File: config.mk
export PLATFORM = sky130hd
export DESIGN_NAME = unified_mem_arbiter
export DESIGN_NICKNAME = d
export VERILOG_FILES = /design/src/rtl/unified_mem_arbiter_pkg.sv /design/src/rtl/unified_mem_arbiter_select.sv /design/src/rtl/unified_mem_arbiter.sv
export SDC_FILE = /design/constraint.sdc
export NUM_CORES = 1
export LEC_CHECK = 0
export ABC_AREA = 1
export BUFFER_PORTS_ARGS = -buffer_cell sky130_fd_sc_hd__buf_2
export CORE_MARGIN = 8
export CORE_UTILIZATION = 35
export DETAILED_ROUTE_END_ITERATION = 16
export GPL_TIMING_DRIVEN = 0
export SLEW_MARGIN = 20
export SYNTH_ARGS = -nofsm -noshare
export SYNTH_HDL_FRONTEND = slang
export SYNTH_SLANG_ARGS = --single-unit
File: constraint.sdc
create_clock -name clk -period 4.65 [get_ports clk]
set_clock_uncertainty 0.1 [all_clocks]
set_input_delay 0.2325 -clock clk [delete_from_list [all_inputs] [get_ports clk]]
set_output_delay 0.2325 -clock clk [all_outputs]
set_load 0.02 [all_outputs]
File: src/rtl/unified_mem_arbiter_pkg.sv
// Shared types for the unified instruction/data memory arbiter.
// The latched request is a fixed RV32-width record; the top casts it to its port widths.
package unified_mem_arbiter_pkg;

  localparam logic [2:0] FUNCT3_LB  = 3'b000;
  localparam logic [2:0] FUNCT3_LH  = 3'b001;
  localparam logic [2:0] FUNCT3_LW  = 3'b010;
  localparam logic [2:0] FUNCT3_LBU = 3'b100;
  localparam logic [2:0] FUNCT3_LHU = 3'b101;
  localparam logic [2:0] FUNCT3_SB  = 3'b000;
  localparam logic [2:0] FUNCT3_SH  = 3'b001;
  localparam logic [2:0] FUNCT3_SW  = 3'b010;

  localparam int ARB_AW = 32;
  localparam int ARB_DW = 32;

  typedef enum logic [1:0] {
    IDLE = 2'd0,
    BUSY = 2'd1,
    RESP = 2'd2
  } arb_state_e;

  typedef enum logic {
    OWN_IF = 1'b0,
    OWN_D  = 1'b1
  } arb_owner_e;

  typedef struct packed {
    logic [ARB_AW-1:0] addr;
    logic [ARB_DW-1:0] wdata;
    logic              we;
    logic [2:0]        funct3;
    arb_owner_e        owner;
  } arb_req_t;

endpackage

File: src/rtl/unified_mem_arbiter_select.sv
// Winner selection between fetch and data requesters, with a saturating
// starvation counter that forces a fetch grant after STARVE_MAX data wins.
module mem_arb_select
  import unified_mem_arbiter_pkg::*;
#(
  parameter int STARVE_MAX = 4
) (
  input  logic       clk,
  input  logic       rst,
  input  logic       if_req_i,
  input  logic       d_req_i,
  input  logic       fire_i,
  output arb_owner_e win_o
);

  localparam int CW = $clog2(STARVE_MAX + 1);

  logic [CW-1:0] starve_cnt_q;
  logic [CW-1:0] starve_cnt_d;
  logic          force_if;

  assign force_if = if_req_i && d_req_i && (starve_cnt_q == CW'(STARVE_MAX));
  assign win_o    = (d_req_i && !force_if) ? OWN_D : OWN_IF;

  // Only D wins that leave a fetch waiting count toward starvation.
  always_comb begin
    starve_cnt_d = starve_cnt_q;
    if (fire_i) begin
      if (win_o == OWN_D && if_req_i) begin
        if (starve_cnt_q != CW'(STARVE_MAX)) begin
          starve_cnt_d = starve_cnt_q + CW'(1);
        end
      end else begin
        starve_cnt_d = '0;
      end
    end
  end

  always_ff @(posedge clk or negedge rst) begin
    if (!rst) begin
      starve_cnt_q <= '0;
    end else begin
      starve_cnt_q <= starve_cnt_d;
    end
  end

endmodule

File: src/rtl/unified_mem_arbiter.sv
// Arbitrates the single unified memory between instruction fetch and load/store,
// sequencing each access through IDLE -> BUSY (MEM_LATENCY cycles) -> RESP.
module unified_mem_arbiter
  import unified_mem_arbiter_pkg::*;
#(
  parameter int AWIDTH      = 32,
  parameter int DWIDTH      = 32,
  parameter int MEM_LATENCY = 1,
  parameter int STARVE_MAX  = 4
) (
  input  logic              clk,
  input  logic              rst,
  input  logic              if_req_i,
  input  logic [AWIDTH-1:0] if_addr_i,
  output logic              if_gnt_o,
  output logic              if_rvalid_o,
  output logic [DWIDTH-1:0] if_rdata_o,
  input  logic              d_req_i,
  input  logic              d_we_i,
  input  logic [AWIDTH-1:0] d_addr_i,
  input  logic [DWIDTH-1:0] d_wdata_i,
  input  logic [2:0]        d_funct3_i,
  output logic              d_gnt_o,
  output logic              d_rvalid_o,
  output logic [DWIDTH-1:0] d_rdata_o,
  output logic [AWIDTH-1:0] mem_addr_o,
  output logic [DWIDTH-1:0] mem_data_o,
  output logic              mem_read_en_o,
  output logic              mem_write_en_o,
  output logic [2:0]        mem_funct3_o,
  input  logic [DWIDTH-1:0] mem_data_i,
  output logic              busy_o
);

  // Handshake: req is a level held with its fields until a one-cycle gnt pulse;
  // requests are only sampled in IDLE, and one rvalid pulse closes each grant.

  localparam int LW = (MEM_LATENCY > 1) ? $clog2(MEM_LATENCY) : 1;

  arb_state_e        state_q;
  logic [LW-1:0]     lat_cnt_q;
  arb_req_t          req_q;
  arb_req_t          req_d;
  arb_owner_e        win;
  logic              fire;
  logic              if_gnt_q;
  logic              d_gnt_q;
  logic              if_rvalid_q;
  logic              d_rvalid_q;
  logic              rd_en_q;
  logic              wr_en_q;
  logic [DWIDTH-1:0] if_rdata_q;
  logic [DWIDTH-1:0] d_rdata_q;

  assign fire = (state_q == IDLE) && (if_req_i || d_req_i);

  mem_arb_select #(
    .STARVE_MAX(STARVE_MAX)
  ) u_select (
    .clk     (clk),
    .rst     (rst),
    .if_req_i(if_req_i),
    .d_req_i (d_req_i),
    .fire_i  (fire),
    .win_o   (win)
  );

  // Fetches are always word reads with no write data.
  always_comb begin
    req_d = '0;
    if (win == OWN_D) begin
      req_d.addr   = ARB_AW'(d_addr_i);
      req_d.wdata  = ARB_DW'(d_wdata_i);
      req_d.we     = d_we_i;
      req_d.funct3 = d_funct3_i;
      req_d.owner  = OWN_D;
    end else begin
      req_d.addr   = ARB_AW'(if_addr_i);
      req_d.wdata  = '0;
      req_d.we     = 1'b0;
      req_d.funct3 = FUNCT3_LW;
      req_d.owner  = OWN_IF;
    end
  end

  always_ff @(posedge clk or negedge rst) begin
    if (!rst) begin
      state_q     <= IDLE;
      lat_cnt_q   <= '0;
      req_q       <= '0;
      if_gnt_q    <= 1'b0;
      d_gnt_q     <= 1'b0;
      if_rvalid_q <= 1'b0;
      d_rvalid_q  <= 1'b0;
      rd_en_q     <= 1'b0;
      wr_en_q     <= 1'b0;
      if_rdata_q  <= '0;
      d_rdata_q   <= '0;
    end else begin
      case (state_q)
        IDLE: begin
          if_rvalid_q <= 1'b0;
          d_rvalid_q  <= 1'b0;
          if (fire) begin
            state_q   <= BUSY;
            lat_cnt_q <= LW'(MEM_LATENCY - 1);
            req_q     <= req_d;
            if_gnt_q  <= (req_d.owner == OWN_IF);
            d_gnt_q   <= (req_d.owner == OWN_D);
            rd_en_q   <= !req_d.we;
            wr_en_q   <= req_d.we;
          end
        end
        BUSY: begin
          if_gnt_q <= 1'b0;
          d_gnt_q  <= 1'b0;
          wr_en_q  <= 1'b0;
          if (lat_cnt_q == '0) begin
            state_q <= RESP;
            rd_en_q <= 1'b0;
            if (!req_q.we) begin
              if (req_q.owner == OWN_IF) begin
                if_rdata_q <= mem_data_i;
              end else begin
                d_rdata_q <= mem_data_i;
              end
            end
            if_rvalid_q <= (req_q.owner == OWN_IF);
            d_rvalid_q  <= (req_q.owner == OWN_D);
          end else begin
            lat_cnt_q <= lat_cnt_q - LW'(1);
          end
        end
        RESP: begin
          if_rvalid_q <= 1'b0;
          d_rvalid_q  <= 1'b0;
          state_q     <= IDLE;
        end
        default: begin
          state_q <= IDLE;
        end
      endcase
    end
  end

  assign if_gnt_o       = if_gnt_q;
  assign d_gnt_o        = d_gnt_q;
  assign if_rvalid_o    = if_rvalid_q;
  assign d_rvalid_o     = d_rvalid_q;
  assign if_rdata_o     = if_rdata_q;
  assign d_rdata_o      = d_rdata_q;
  assign mem_addr_o     = AWIDTH'(req_q.addr);
  assign mem_data_o     = DWIDTH'(req_q.wdata);
  assign mem_funct3_o   = req_q.funct3;
  assign mem_read_en_o  = rd_en_q;
  assign mem_write_en_o = wr_en_q;
  assign busy_o         = (state_q != IDLE);

endmodule

After elaboration in Yosys (flattened, before gate mapping)
Index checks and enable logic that the tools add are counted.

Add/subtract/negate cells: 2. Multiply operators: 0. Divide/modulo/power cells: 0. Order comparisons: 0. Eq/ne operators: 7. Shift operators: 0. Multiplexer cells: 23. Bitwise logic cells: 4. Reductions and logical operators: 21.

Operators with widths (count): 69-bit 2-to-1 mux (1); 1-bit case mux with 2 select lines (7); 1-bit 2-to-1 mux (10); 2-bit AND reduction (5); 4-bit AND reduction (2); 3-bit 2-to-1 mux (2); 2-bit != test, second input constant (3); 2-bit nonzero test (3); 1-bit logical AND (5); 2-bit 2-to-1 mux (2); 1-bit NOT (4); 2-bit case mux with 2 select lines (1); 3-bit by 1-bit adder with 3-bit output, second input constant (1); 3-bit equality test, second input constant (1); 3-bit != test, second input constant (1); 3-bit AND reduction (1); 2-bit by 1-bit equality test with 1-bit output, second input constant (1); 2-bit equality test, second input constant (1); 1-bit zero test (2); 2-bit zero test (1); 2-bit OR reduction (1); 1-bit logical OR (1); 1-bit subtractor, second input constant (1).

Register bits after elaboration: 145. Bits in latches: 0. Memory bits (writable): 0. Memory bits (read-only): 0. Input port bits: 136. Logic and storage cells: 73. Memories: 0.

Longest topological paths before layout
Word-level depth: 9. Depth in mapped cells: 8. Gate-level depth less buffers: 7.

Modules after synthesis
Synthesis repeated with hierarchy kept, for this count alone.

Cell total of the unflattened synthesis: 815. Area, all modules: 6702.7 um^2.

Modules (own cells, without submodules): unified_mem_arbiter (instances 1, cells each 788, area each 6508.7 um^2); mem_arb_select (instances 1, cells each 27, area each 193.9 um^2).

Worst setup path after synthesis
Ideal clock, no wire load.

Path type: flip-flop to flip-flop. Start point: register u_select.starve_cnt_q[0]. End point: register req_q (netlist bit mem_addr_o[0]). Library setup time: 0.118 ns. Arrival time: 1.233 ns. Setup slack: 3.199 ns. Cell stages (with the launch flop): 8. Buffers on the path: 1. Period minus slack after synthesis: 1.451 ns. Cells stage by stage: dfrtp_1 > inv_1 > ha_1 > nand3_2 > clkbuf_1 > nand3_1 > nand3_1 > nand2_1.

Word-level cells in the longest chain between the ends: 6.

Ends and longest elaborated chain: start: declaration (RTL line unified_mem_arbiter_select.sv:18) `logic [CW-1:0] starve_cnt_q;`; start signal: assignment (RTL line unified_mem_arbiter_select.sv:43) `starve_cnt_q <= starve_cnt_d;`; 3-bit equality test (RTL line unified_mem_arbiter_select.sv:22) `assign force_if = if_req_i && d_req_i && (starve_cnt_q == CW'(STARVE_MAX));`; 1-bit logical AND (RTL line unified_mem_arbiter_select.sv:22); 1-bit zero test (RTL line unified_mem_arbiter_select.sv:23) `assign win_o = (d_req_i && !force_if) ? OWN_D : OWN_IF;`; 1-bit logical AND (RTL line unified_mem_arbiter_select.sv:23); 1-bit 2-to-1 mux (RTL line unified_mem_arbiter_select.sv:23); 69-bit 2-to-1 mux (RTL line unified_mem_arbiter.sv:71) `if (win == OWN_D) begin`; end signal: assignment (RTL line unified_mem_arbiter.sv:107) `req_q <= req_d;`; end: declaration (RTL line unified_mem_arbiter.sv:42) `arb_req_t req_q;`.

No other way between the ends. A chain may end at the register's enable or synchronous reset.

Worst setup path in the final report
Start point: register u_select.starve_cnt_q[0]. End point: register req_q (netlist bit mem_data_o[25]).

The elaborated chain is that of the path after synthesis.

==> results.py <==
metrics = {
    "placement": {
        "routabilityCongestion": 0.808,
        "hpwlAfterDp_mm": 14.4,
        "port_buffers": 273,
    },
    "timing": {
        "slew_headroom": 0.632,
        "fin_crit_ns": 1.76,
        "min_period_over_period": 0.378,
        "setup_viol": 0,
        "max_slew.worst_pin.slew_ns": 0.552,
        "finalSetupTns_ns": 0,
        "grt_setup_unrepaired": "no",
        "hold_fails_final_rpt": 0,
        "max_freq_mhz": 569,
        "final_max_slew_viol_count": 0,
    },
    "cells_and_area": {
        "area_overhead_vs_synth_pct": 45.4,
        "layout-drive-gt1-share": 0.382,
        "antennaDiodeCount": 0,
        "multi_input_comb_area_sq_um": 2020,
        "layout.nets": 1289,
        "ff_latch_area_sq_um": 3600,
        "fillerInstances": 1830,
    },
    "cts": {
        "cts_num_sinks": 144,
        "cts_tree": "done",
        "cts_hold_repair.buffers": 71,
        "clkLatencyLatePin_ns": 0.41,
        "clkTransAtPathRegs_ns": 0.06,
        "post-cts-setup-buffers": 0,
        "cts-resized-gates": 0,
        "clock-root-buffer": "sky130_fd_sc_hd__clkbuf_16",
        "clk_path_buf_depth": 2,
        "cts-htree-levels": 4,
        "cts_buffers": 17,
    },
    "routing": {
        "route.final.wire_length_mm": 19.8,
        "average_via_count_per_standard_cell": 4.24,
        "final_routed_wire_length_divided_by_cell_count_um": 13.9,
        "vias": 6054,
        "drt_drc_violations_left": 0,
        "drt_iter0_drc": 246,
        "drt.antenna.violating_nets": 0,
        "dr.pass1.iters": 4,
    },
    "global_routing": {
        "grt_pass1_wl_mm": 32.2,
        "grt_start_max_net_pins": 75,
        "global_route.usage.total": 0.167,
        "global_route.overflow_total": 0,
        "first_global_vias": 6337,
        "grt_antenna_before_repair": 0,
    },
    "synthesis": {
        "post_synth.cell_area_avg_sq_um": 8.61,
        "asyncSetResetFlopFracSynth": 1.00,
        "synth_edf_count": 0,
        "postSynthCellCount": 787,
        "synth_top_area_share": 0.532,
        "synth_commonest_cells": "sky130_fd_sc_hd__nand2_1 (276), sky130_fd_sc_hd__dfrtp_1 (144), sky130_fd_sc_hd__inv_1 (104)",
        "ys.flop_type": "sky130_fd_sc_hd__dfrtp_1",
        "post-synth-top-area-cell": "sky130_fd_sc_hd__dfrtp_1",
        "netlist-cell-type-count": 20,
        "synth_warnings": 0,
        "syn-cell-area_sq_um": 6770,
        "synth.yosys.seq_area_share": 0.532,
        "netlist_top_cells_area": "sky130_fd_sc_hd__dfrtp_1 (53%), sky130_fd_sc_hd__nand2_1 (15%), sky130_fd_sc_hd__buf_4 (8.1%)",
        "syn-num-nets": 925,
        "synth_most_common_cell": "sky130_fd_sc_hd__nand2_1",
        "synth-seq-cells": 144,
    },
    "floorplan": {
        "die_area_sq_um": 24100,
        "floorplan.core_area_sq_um": 19200,
        "initial_core_util": 0.353,
        "num_rows": 51,
        "top_level_ports": 274,
        "chipWidth_um": 155,
        "floorplan.die.height_um": 155,
    },
    "setup_path": {
        "timing_worst_setup_path_type": "reg -> reg",
        "cpPeakStageDelay_ns": 0.37,
        "timing.critical_path.slowest_stage_cell": "sky130_fd_sc_hd__dfrtp_1",
        "worst_setup_path_start_kind": "flop",
        "endpoint_kind": "flop",
        "worst-endpoint-required_ns": 4.90,
        "critical_path.max_fanout": 10,
        "timing.critical_path.arrival_ns": 2.01,
        "ordered_list_of_cells_on_the_worst_path": "inv_1, ha_1, nand3_2, nand3_2, inv_2, buf_2, nand2_1, nand2_1",
    },
    "power": {
        "power_density_nw_per_um2": 693,
        "report.power.total_mw": 6.83,
        "ir_worst_vdd_v": 0.000296,
        "leakage_nw": 5.72,
    },
    "hold_path": {
        "worstHoldPathType": "in -> reg",
    },
    "flow_run": {
        "maxCapViolCount": 0,
    },
    "run_status": {
        "status": "complete, no violations",
    },
}
sequential cells by signal (all words and copies together), names as in the netlist:
name and cells:
mem_write_en_o 1, d_rvalid_o 1, state_q 2, mem_funct3_o 3, req_q 2, mem_data_o 32, if_gnt_o 1, if_rdata_o 32
d_gnt_o 1, if_rvalid_o 1, d_rdata_o 32, u_select.starve_cnt_q 3, mem_read_en_o 1, mem_addr_o 32
layout by cell type (no fill, tap or decap), drive strengths merged:
master         n
buf          371
nand2        276
dfrtp        144
inv          109
nand3         76
dlygate4sd3   71
o21ai         69
clkbuf        26
nor2           9
bufinv         4
clkinv         4
ha             2
nand4          1
xor2           1
clkinvlp       1
critical path: cells and delay by family (launching register included):
| family | cells | cell delay, ns |
|---|---|---|
| flip-flops | 1 | 0.37 |
| AND/OR/NAND/NOR | 4 | 0.51 |
| buffers and inverters | 3 | 0.49 |
| adder cells (fa/ha/maj) | 1 | 0.22 |
per-layer routing:
| layer | wire, um | GRT usage | vias up | part of all wire |
|---|---|---|---|---|
| met5 | 0 | 0 | - | 0 |
| met4 | 314 | 0.0541 | 0 | 0.016 |
| met3 | 1420 | 0.0491 | 22 | 0.072 |
| met2 | 9490 | 0.277 | 188 | 0.48 |
| met1 | 8600 | 0.206 | 2778 | 0.43 |
| li1 | - | - | 3066 | - |
logic make-up after synthesis:
family | share of synthesized area
flops | 0.532
compound gates | 0.0704
xor+xnor | 0.00129
buf+inv | 0.170
simple gates | 0.223
fa+ha+maj | 0.00369
power breakdown:
group          switching (mW)  internal (mW)  leakage [nW]
clock                   0.537          0.918         0.305
combinational            1.93           1.27          3.62
sequential              0.323           1.85          1.79
total                    2.79           4.04          5.72
metrics by stage:
step            util  area, sq um  hold WS [ns]  std cells  setup WS [ns]
6_report       0.513         9850        0.0202       1429           2.89
5_1_grt        0.513         9850       0.00610       1429           2.73
4_1_cts        0.513         9850      0.000194       1429           2.84
3_5_place_dp   0.443         8510         0.133       1326           2.86
3_3_place_gp   0.441         8470         0.330       1325           1.04
2_1_floorplan      -         6770        -0.163        787           3.20
final cells by class:
cell class	count	area share
inverters	106	0.0404
multi-input cells	434	0.205
clock inverters	12	0.0184
repair buffers	345	0.215
clock buffers	20	0.0454
flip-flops and latches	144	0.366
plain buffers	103	0.0765
well taps	265	0.0337
path summary, 6_finish.rpt:
kind	cells past startpoint	startpoint	end	slack, ns
max	8	u_select.starve_cnt_q[0]	mem_data_o[25]	2.89
min	5	if_addr_i[17]	mem_addr_o[17]	0.02
max reg2reg	8	u_select.starve_cnt_q[0]	mem_data_o[25]	2.89
min reg2reg	2	d_rdata_o[20]	d_rdata_o[20]	0.38
max in group asynchronous	3	rst	d_rdata_o[2]	3.39
min in group asynchronous	2	rst	mem_addr_o[12]	0.27
Power figures use the tool's default switching activity.
